**config.mk**
```make
export PLATFORM = sky130hd
export DESIGN_NAME = loader_stream_unpacker
export DESIGN_NICKNAME = d
export VERILOG_FILES = /design/src/rtl/loader_pkg.sv /design/src/rtl/loader_stream_unpacker.sv
export SDC_FILE = /design/constraint.sdc
export NUM_CORES = 1
export LEC_CHECK = 0
export ABC_AREA = 1
export CORE_MARGIN = 5
export CORE_UTILIZATION = 35
export CTS_BUF_LIST = sky130_fd_sc_hd__clkbuf_8
export DETAILED_ROUTE_END_ITERATION = 10
export GPL_TIMING_DRIVEN = 0
export HOLD_SLACK_MARGIN = 0.06
export SKIP_LAST_GASP = 1
export SLEW_MARGIN = 20
export SYNTH_ARGS = -nofsm -noshare
export SYNTH_HDL_FRONTEND = slang
export SYNTH_SLANG_ARGS = --single-unit
```
**constraint.sdc**
```tcl
create_clock -name clk -period 3 [get_ports clk]
set_input_delay 0.9 -clock clk [delete_from_list [all_inputs] [get_ports clk]]
set_output_delay 0.9 -clock clk [all_outputs]
set_load 0.1 [all_outputs]
```
**src/rtl/loader_pkg.sv**
```systemverilog
// Shared types and helpers for the SPI flash loader stream path.
package loader_pkg;

   localparam int FIFO_W = 32;

   typedef enum logic [2:0] {
      IDLE    = 3'd0,
      INIT    = 3'd1,
      WAIT_LD = 3'd2,
      RUN     = 3'd3,
      DONE    = 3'd4
   } state_t;

   // Number of FIFO words needed to carry len items of out_w bits each.
   function automatic logic [31:0] words_for(input logic [31:0] len, input int out_w);
      logic [31:0] bits_v;
      bits_v = len * 32'(out_w);
      return (bits_v + 32'(FIFO_W - 1)) / 32'(FIFO_W);
   endfunction

endpackage

```
**src/rtl/loader_stream_unpacker.sv**
```systemverilog
// Pops 32-bit words from the loader FIFO and streams them out as OUT_W-bit
// items on a valid/ready interface, tracking the requested item count.
module loader_stream_unpacker
   import loader_pkg::*;
#(
   parameter int OUT_W = 8,
   parameter int LEN_W = 24
) (
   input  logic             clk,
   input  logic             reset,
   input  logic             i_start,
   input  logic [LEN_W-1:0] i_len,
   input  logic             i_abort,
   output logic             o_busy,
   output logic             o_done,
   output logic             o_init,
   output logic             o_fill,
   input  logic             i_load_done,
   input  logic             i_fifo_empty,
   output logic             o_fifo_rd,
   input  logic [31:0]      i_fifo_dout,
   output logic             o_valid,
   output logic [OUT_W-1:0] o_data,
   output logic             o_last,
   input  logic             i_ready
);

   localparam int SLOTS = FIFO_W / OUT_W;
   localparam int CNT_W = $clog2(SLOTS + 1);

   state_t            state_r;
   logic [LEN_W-1:0]  items_left_r;
   logic [LEN_W-1:0]  words_left_r;
   logic [FIFO_W-1:0] hold_r;
   logic [CNT_W-1:0]  cnt_r;
   logic              rd_pend_r;
   logic              busy_r;
   logic              done_r;
   logic              init_r;

   logic              accept_s;
   logic              pop_s;
   logic [LEN_W-1:0]  items_after_s;
   logic [CNT_W-1:0]  refill_cnt_s;

   // Handshake, pop decision and refill slot count for the current cycle.
   always_comb begin
      accept_s = (cnt_r != CNT_W'(0)) && i_ready;

      // A word may be popped while the last held slot leaves, keeping at most one read in flight.
      if ((state_r == RUN) && !i_abort && (words_left_r != LEN_W'(0)) && !i_fifo_empty &&
          !rd_pend_r && ((cnt_r == CNT_W'(0)) || ((cnt_r == CNT_W'(1)) && i_ready))) begin
         pop_s = 1'b1;
      end else begin
         pop_s = 1'b0;
      end

      if (accept_s) begin
         items_after_s = items_left_r - LEN_W'(1);
      end else begin
         items_after_s = items_left_r;
      end

      // The final word may be partial; slots beyond the request are never presented.
      if (items_after_s >= LEN_W'(SLOTS)) begin
         refill_cnt_s = CNT_W'(SLOTS);
      end else begin
         refill_cnt_s = items_after_s[CNT_W-1:0];
      end
   end

   // Control FSM: request bookkeeping plus the init/done/busy outputs.
   always_ff @(posedge clk) begin
      if (reset || i_abort) begin
         state_r      <= IDLE;
         items_left_r <= LEN_W'(0);
         words_left_r <= LEN_W'(0);
         busy_r       <= 1'b0;
         done_r       <= 1'b0;
         init_r       <= 1'b0;
      end else begin
         init_r <= 1'b0;
         done_r <= 1'b0;
         case (state_r)
            IDLE: begin
               if (i_start && (i_len == LEN_W'(0))) begin
                  state_r <= DONE;
                  done_r  <= 1'b1;
                  busy_r  <= 1'b1;
               end else if (i_start) begin
                  items_left_r <= i_len;
                  words_left_r <= LEN_W'(words_for(32'(i_len), OUT_W));
                  state_r      <= INIT;
                  init_r       <= 1'b1;
                  busy_r       <= 1'b1;
               end else begin
                  state_r <= IDLE;
               end
            end
            INIT: begin
               state_r <= WAIT_LD;
            end
            WAIT_LD: begin
               if (i_load_done) begin
                  state_r <= RUN;
               end else begin
                  state_r <= WAIT_LD;
               end
            end
            RUN: begin
               if (pop_s) begin
                  words_left_r <= words_left_r - LEN_W'(1);
               end
               items_left_r <= items_after_s;
               if (accept_s && (items_left_r == LEN_W'(1))) begin
                  state_r <= DONE;
                  done_r  <= 1'b1;
               end
            end
            DONE: begin
               state_r <= IDLE;
               busy_r  <= 1'b0;
            end
            default: begin
               state_r <= IDLE;
               busy_r  <= 1'b0;
            end
         endcase
      end
   end

   // Slicer: captures popped words and shifts one item out per accept.
   always_ff @(posedge clk) begin
      if (reset || i_abort) begin
         hold_r    <= FIFO_W'(0);
         cnt_r     <= CNT_W'(0);
         rd_pend_r <= 1'b0;
      end else begin
         rd_pend_r <= pop_s;
         if (rd_pend_r) begin
            hold_r <= i_fifo_dout;
            cnt_r  <= refill_cnt_s;
         end else if (accept_s) begin
            hold_r <= hold_r >> OUT_W;
            cnt_r  <= cnt_r - CNT_W'(1);
         end else begin
            hold_r <= hold_r;
            cnt_r  <= cnt_r;
         end
      end
   end

   assign o_busy    = busy_r;
   assign o_done    = done_r;
   assign o_init    = init_r;
   assign o_fill    = (state_r == RUN) && (words_left_r != LEN_W'(0));
   assign o_fifo_rd = pop_s;
   assign o_valid   = (cnt_r != CNT_W'(0));
   assign o_data    = hold_r[OUT_W-1:0];
   assign o_last    = (cnt_r != CNT_W'(0)) && (items_left_r == LEN_W'(1));

endmodule

```
# Yosys cells after proc, flatten, opt, wreduce, memory -nomap -nowiden
# Index checks and enable logic that the tools add are counted.
classes:
  n_addsub: 4
  magnitude_cmp: 1
  n_eq_ne: 10
  mux: 26
  bitwise: 2
  n_reduce_logical: 28
op_table:
  columns: ["operator", "count"]
  rows:
  - ["$mux W24", 6]
  - ["$pmux W24 S2", 2]
  - ["$mux W32", 2]
  - ["$sub A24 B1 Y24 const B", 2]
  - ["$add A27 B5 Y28 const B", 1]
  - ["$eq A24 B1 Y1 const B", 1]
  - ["$ge A24 B3 Y1 const B", 1]
  - ["$logic_not A24 Y1", 1]
  - ["$reduce_bool A24 Y1", 1]
  - ["$mux W3", 5]
  - ["$pmux W3 S4", 1]
  - ["$logic_and A1 B1 Y1", 11]
  - ["$mux W1", 8]
  - ["$eq A3 B1 Y1 const B", 2]
  - ["$eq A3 B2 Y1 const B", 2]
  - ["$logic_not A3 Y1", 2]
  - ["$ne A2 B2 Y1 const B", 3]
  - ["$reduce_or A3 Y1", 2]
  - ["$pmux W1 S2", 2]
  - ["$reduce_and A4 Y1", 1]
  - ["$reduce_bool A2 Y1", 2]
  - ["$logic_not A1 Y1", 3]
  - ["$ne A3 B3 Y1 const B", 1]
  - ["$reduce_and A3 Y1", 1]
  - ["6 further kinds", 8]
word_totals:
  ff_bits: 90
  in_bits: 63
  out_inout_bits: 15
  wordCells: 80

# Logic depth before layout (Yosys ltp)
logic_depth:
  ltp_word: 9
  mapped_depth: 16
  depth_no_buf: 16

# Worst setup path after synthesis
# OpenSTA, ideal clock, no wires.
synth_timing:
  path_type: "reg2out"
  start: "reg cnt_r[0]"
  end: "out o_last"
  t_arrival_ns: 2.741
  required_time_ns: 2.100
  slack_ns: -0.641
  path_stages_with_launch: 6
  path_buffers: 0
  cell_sequence: "dfxtp_1 inv_1 ha_1 nand2_4 nand4_1 nor4_2"
synth_via:
  elab_chain_len: 2
synth_lines:
  columns: ["element", "line", "rtl"]
  rows:
  - ["start, declared", "loader_stream_unpacker.sv:35", "logic [CNT_W-1:0] cnt_r;"]
  - ["start signal, assigned", "loader_stream_unpacker.sv:142", "cnt_r <= refill_cnt_s;"]
  - ["start signal, assigned", "loader_stream_unpacker.sv:145", "cnt_r <= cnt_r - CNT_W'(1);"]
  - ["start signal, assigned", "loader_stream_unpacker.sv:148", "cnt_r <= cnt_r;"]
  - ["$reduce_bool A3 Y1", null, null]
  - ["named net o_valid", "loader_stream_unpacker.sv:22", "output logic o_valid,"]
  - ["$logic_and A1 B1 Y1", "loader_stream_unpacker.sv:160", "assign o_last = (cnt_r != CNT_W'(0)) && (items_left_r == LEN_W'(1));"]
  - ["end, declared", "loader_stream_unpacker.sv:24", "output logic o_last,"]
# The timed path passes the listed nets, and every way through them passes these cells.

# Final worst setup path
layout_timing:
  start: "in i_abort"
  end: "out o_fifo_rd"
layout_via:
  elab_chain_len: 7
layout_lines:
  columns: ["element", "line", "rtl"]
  rows:
  - ["start, declared", "loader_stream_unpacker.sv:13", "input logic i_abort,"]
  - ["$logic_not A1 Y1", "loader_stream_unpacker.sv:51", "if ((state_r == RUN) && !i_abort && (words_left_r != LEN_W'(0)) && !i_fifo_empty &&"]
  - ["$logic_and A1 B1 Y1 (4 in series)", "loader_stream_unpacker.sv:51", null]
  - ["$logic_and A1 B1 Y1", "loader_stream_unpacker.sv:52", "!rd_pend_r && ((cnt_r == CNT_W'(0)) || ((cnt_r == CNT_W'(1)) && i_ready))) begin"]
  - ["$mux W1", "loader_stream_unpacker.sv:51", null]
  - ["end, declared", "loader_stream_unpacker.sv:20", "output logic o_fifo_rd,"]
# No other way between the ends.

==> results <==
- The run finished with clean final reports.
- The number of pins with negative max-slew slack in the final report is 0.
- Derived from the worst setup path, the maximum achievable clock frequency is between 300 and 400 MHz.
- The leakage component of the power is 3.241 nW.
- In the final layout, the multi-input gates occupy 3814 sq um.
- The number of warnings issued by yosys is 0.
- The final cell count without fillers is ~1300.
- For this design, the CTS-stage hold fixing added 0 buffers.
- The fraction of the cycle the final worst path needs is approximately 100%.
- After the first detailed-routing iteration, the DRC count stood at 520.
- Adding up every negative setup slack in the final design gives 0 ns.
- Sequential elements use 28.46% of the synthesized area.
- The final worst slack is roughly 0.0065 ns.
- The storage element area is 1803 sq um.
- The number of placement rows is 49.
- Synthesis handed over a netlist of 994 instances.
- The routed wire length is 21.59 mm.
- Once detail routing completed, the nets flagged for antenna violations numbered 0.
- The count of placed standard cells including taps is 1300.
- The number of distinct standard cells referenced by the synthesized netlist is between 50 and 60.
- The most used flip-flop cell after synthesis is sky130_fd_sc_hd__dfxtp_1.
- The synthesized flop and latch total is 90.
- The type of the worst min-delay path is reg2reg.
- Counting the fill cells in the layout gives 1939.
- Dividing the synthesized area by the synthesized cell count gives 6.369 sq um.
- The clock-pin slew of the registers on the worst-case setup and hold paths is about 0.10 ns.
- The category of the critical setup timing path is in2out.
- TritonCTS built the clock tree.
- The wire length of the first global-routing pass is around 33 mm.
- The net count of the finished layout is 1152.
- The clock tree buffer depth is 2.
- For the final database, setup skew stands at 0.01274 ns.
- The final count of negative-setup-slack endpoints is 0.
- The routed wirelength normalized by instance count is 16.38 um.
- The highest fanout seen on the critical path is 4.
- The cell area that synthesis handed to floorplanning was 6331 sq um.
- The max capacitance violation total is 0.
- The layout cell share with drive strength beyond 1 is 12.41%.
- The clock root buffer master is sky130_fd_sc_hd__clkbuf_8.
- The shortest clock period the worst path allows after layout is 2.994 ns.
- After detailed routing, the number of remaining DRC violations is 0.
- The die width is between 100 and 150 um.
- The number of clock buffers inserted by TritonCTS is 9.
- The residual overflow from global routing is 0.
- The number of enable-type register cells in the synthesized netlist is 0.
- The via count of the first global-routing pass is 6144.
- The die height is around 140 um.
- The clock sink count is 90.
- The number of antenna violations at the first check in global routing is 0.
- The fraction of synthesis flops using an asynchronous set or reset pin is 0%.
- For this configuration, the core starts out at a cell density of 35.36%.
- The count of endpoints failing hold in the final timing report came to 0.
- For this run, the total global-route usage over all layers was measured as approximately a fifth.
- The placement-stage worst setup slack is -1.164 ns.
- The per-cell via count in the routed design is ~5.
- For this design the ratio of total power to cell area is a little under 400 nW/um^2.
- between 70 and 80 I/O pins were placed.
- When the netlist entered floorplanning its net count stood at 1063.
- For the worst setup path, the data required time is 2.10 ns.
- The pre-antenna-repair detailed-routing pass consisted of 5 iterations.
- STA classifies the critical path endpoint as an output port.
- The routed layout has ~6800 vias.
- The die covers ~21000 sq um.
- For the pin with the worst max-slew slack, the measured transition is about 1.0 ns.
- The level count of the clock H-tree is 3.
- The placeable core area is 17900 sq um.
- The clock latency reported for the late side of the worst-skew pair is between 0.3 and 0.4 ns.
- The arrival time reported for the critical path endpoint is 2.09 ns.
- The normalized max-slew margin is 32.38%.
- The growth of design area from synthesis to finish is 20.89%.
- Routability-driven placement finished with a final weighted congestion of 0.9283.
- Entering global routing, the biggest net connects 17 pins.
- The worst setup path is launched from an input port.
- After legalization and detailed placement, the total HPWL measured roughly 17 mm.
- Across the VDD grid, the largest voltage drop is 0.1881 mV.
- During placement, the flow inserted port buffers numbering 77.
- Setup repair after global routing could not meet its margin everywhere.
per-stage QoR:
stage          area (sq um)  utilization [%]  power (mW)  hold slack [ns]
2_1_floorplan          6352                -       1.703           0.4406
3_3_place_gp           7410            41.39       1.945           0.4415
3_5_place_dp           7410            41.39       1.944           0.4547
4_1_cts                7640            42.68       2.950           0.4711
5_1_grt                7651            42.74       3.086           0.4924
6_report               7654            42.75       2.941           0.4691
cells in the mapped netlist (7+ instances only):
master                     count  share of area, %
sky130_fd_sc_hd__inv_2        15              0.89
sky130_fd_sc_hd__nand2_4       7               1.2
sky130_fd_sc_hd__a31oi_1      27               2.7
sky130_fd_sc_hd__nand2_1     233                14
sky130_fd_sc_hd__xor2_1        9               1.2
sky130_fd_sc_hd__o211ai_1      9               1.1
sky130_fd_sc_hd__nand2_2      12               1.2
sky130_fd_sc_hd__o221ai_1      7              0.97
sky130_fd_sc_hd__nor2_1      128               7.6
sky130_fd_sc_hd__dfxtp_1      90                28
sky130_fd_sc_hd__nand3_1      70               5.5
sky130_fd_sc_hd__o21ai_0      49               3.9
sky130_fd_sc_hd__buf_2         9              0.71
sky130_fd_sc_hd__inv_1       113               6.7
sky130_fd_sc_hd__clkbuf_1     21               1.2
sky130_fd_sc_hd__nor3_1       23               1.8
sky130_fd_sc_hd__o21ai_1       7              0.55
sky130_fd_sc_hd__nand4_1      22               2.2
sky130_fd_sc_hd__nor2_4       10               1.8
sky130_fd_sc_hd__nor2_2       15               1.5
sky130_fd_sc_hd__buf_4        12               1.4
sky130_fd_sc_hd__a21oi_1      44               3.5
worst paths after layout:
check	start	to	slack, ns	cells past startpoint
worst max-delay path	i_abort	o_fifo_rd	0.006	5
worst min-delay path	o_busy$_SDFFE_PP0P_	o_busy$_SDFFE_PP0P_	0.47	2
worst max register to register	state_r[0]$_SDFFE_PP0P_	items_left_r[7]$_SDFFE_PP0P_	0.72	7
worst min register to register	o_busy$_SDFFE_PP0P_	o_busy$_SDFFE_PP0P_	0.47	2
layer usage:
metal	track usage (%)	vias to the layer above	share of wire (%)
met5	0	-	0
met4	6.922	0	2.1
met3	3.340	35	6.2
met2	31.75	221	45
met1	29.32	3081	46
li1	-	3431	-
cell type report:
| type | count | area share (%) |
|---|---|---|
| Clock buffer | 10 | 1.798 |
| Multi-Input combinational cell | 728 | 49.83 |
| Antenna cell | 1 | 0.03270 |
| Tap cell | 229 | 3.744 |
| Inverter | 130 | 6.490 |
| Buffer | 46 | 3.237 |
| Sequential cell | 90 | 23.56 |
| Clock inverter | 6 | 1.242 |
| Timing Repair Buffer | 78 | 10.07 |
flip-flops by register name, indices dropped and copies added (netlist names):
signal,cells
cnt_r,3
hold_r,32
items_left_r,24
o_busy,1
o_done,1
o_init,1
rd_pend_r,1
state_r,3
words_left_r,24
kinds of logic after synthesis:
kind of cell / Yosys count / share of synthesized area (%)
AO/OA/AOI/OAI: 161 / 15.16
AND/OR/NAND/NOR: 548 / 41.70
XOR/XNOR: 13 / 1.798
adder cells (fa/ha/maj): 6 / 1.186
flip-flops: 90 / 28.46
buffers and inverters: 176 / 11.70
timing repair:
action	CTS	global route
pin swaps	0	2
setup buffers	0	1
endpoints found under the setup margin	4	4
resized for setup	23	4
layout by cell type, fill, tap and decap left out, types with 4 or more instances in the layout:
| cell type | netlist | layout |
|---|---|---|
| sky130_fd_sc_hd__a21oi_1 | 44 | 44 |
| sky130_fd_sc_hd__a221oi_1 | 5 | 5 |
| sky130_fd_sc_hd__a31oi_1 | 27 | 27 |
| sky130_fd_sc_hd__buf_2 | 9 | 10 |
| sky130_fd_sc_hd__buf_4 | 12 | 13 |
| sky130_fd_sc_hd__clkbuf_1 | 21 | 21 |
| sky130_fd_sc_hd__clkbuf_8 | 0 | 10 |
| sky130_fd_sc_hd__clkdlybuf4s50_1 | 0 | 72 |
| sky130_fd_sc_hd__dfxtp_1 | 90 | 89 |
| sky130_fd_sc_hd__ha_1 | 6 | 5 |
| sky130_fd_sc_hd__inv_1 | 113 | 112 |
| sky130_fd_sc_hd__inv_2 | 15 | 15 |
| sky130_fd_sc_hd__inv_6 | 1 | 4 |
| sky130_fd_sc_hd__nand2_1 | 233 | 233 |
| sky130_fd_sc_hd__nand2_2 | 12 | 12 |
| sky130_fd_sc_hd__nand2_4 | 7 | 6 |
| sky130_fd_sc_hd__nand3_1 | 70 | 70 |
| sky130_fd_sc_hd__nand4_1 | 22 | 22 |
| sky130_fd_sc_hd__nor2_1 | 128 | 128 |
| sky130_fd_sc_hd__nor2_2 | 15 | 14 |
| sky130_fd_sc_hd__nor2_4 | 10 | 11 |
| sky130_fd_sc_hd__nor3_1 | 23 | 23 |
| sky130_fd_sc_hd__o211ai_1 | 9 | 9 |
| sky130_fd_sc_hd__o21ai_0 | 49 | 49 |
| sky130_fd_sc_hd__o21ai_1 | 7 | 7 |
| sky130_fd_sc_hd__o221ai_1 | 7 | 7 |
| sky130_fd_sc_hd__or2_2 | 5 | 5 |
| sky130_fd_sc_hd__xnor2_1 | 4 | 4 |
| sky130_fd_sc_hd__xor2_1 | 9 | 9 |
worst max-delay path, stage by stage:
cell and delay [ns]:
sky130_fd_sc_hd__clkdlybuf4s50_1 0.42, sky130_fd_sc_hd__nor2_1 0.25, sky130_fd_sc_hd__nand4_4 0.19, sky130_fd_sc_hd__clkinvlp_4 0.11
sky130_fd_sc_hd__buf_6 0.22
power breakdown:
part	leakage (nW)	switching (mW)	internal, mW
logic	2.39	0.425	0.248
clock network	0.118	0.504	0.503
registers	0.731	0.0365	1.22
total	3.24	0.966	1.98
No activity file was read; power rests on OpenSTA's default activity.
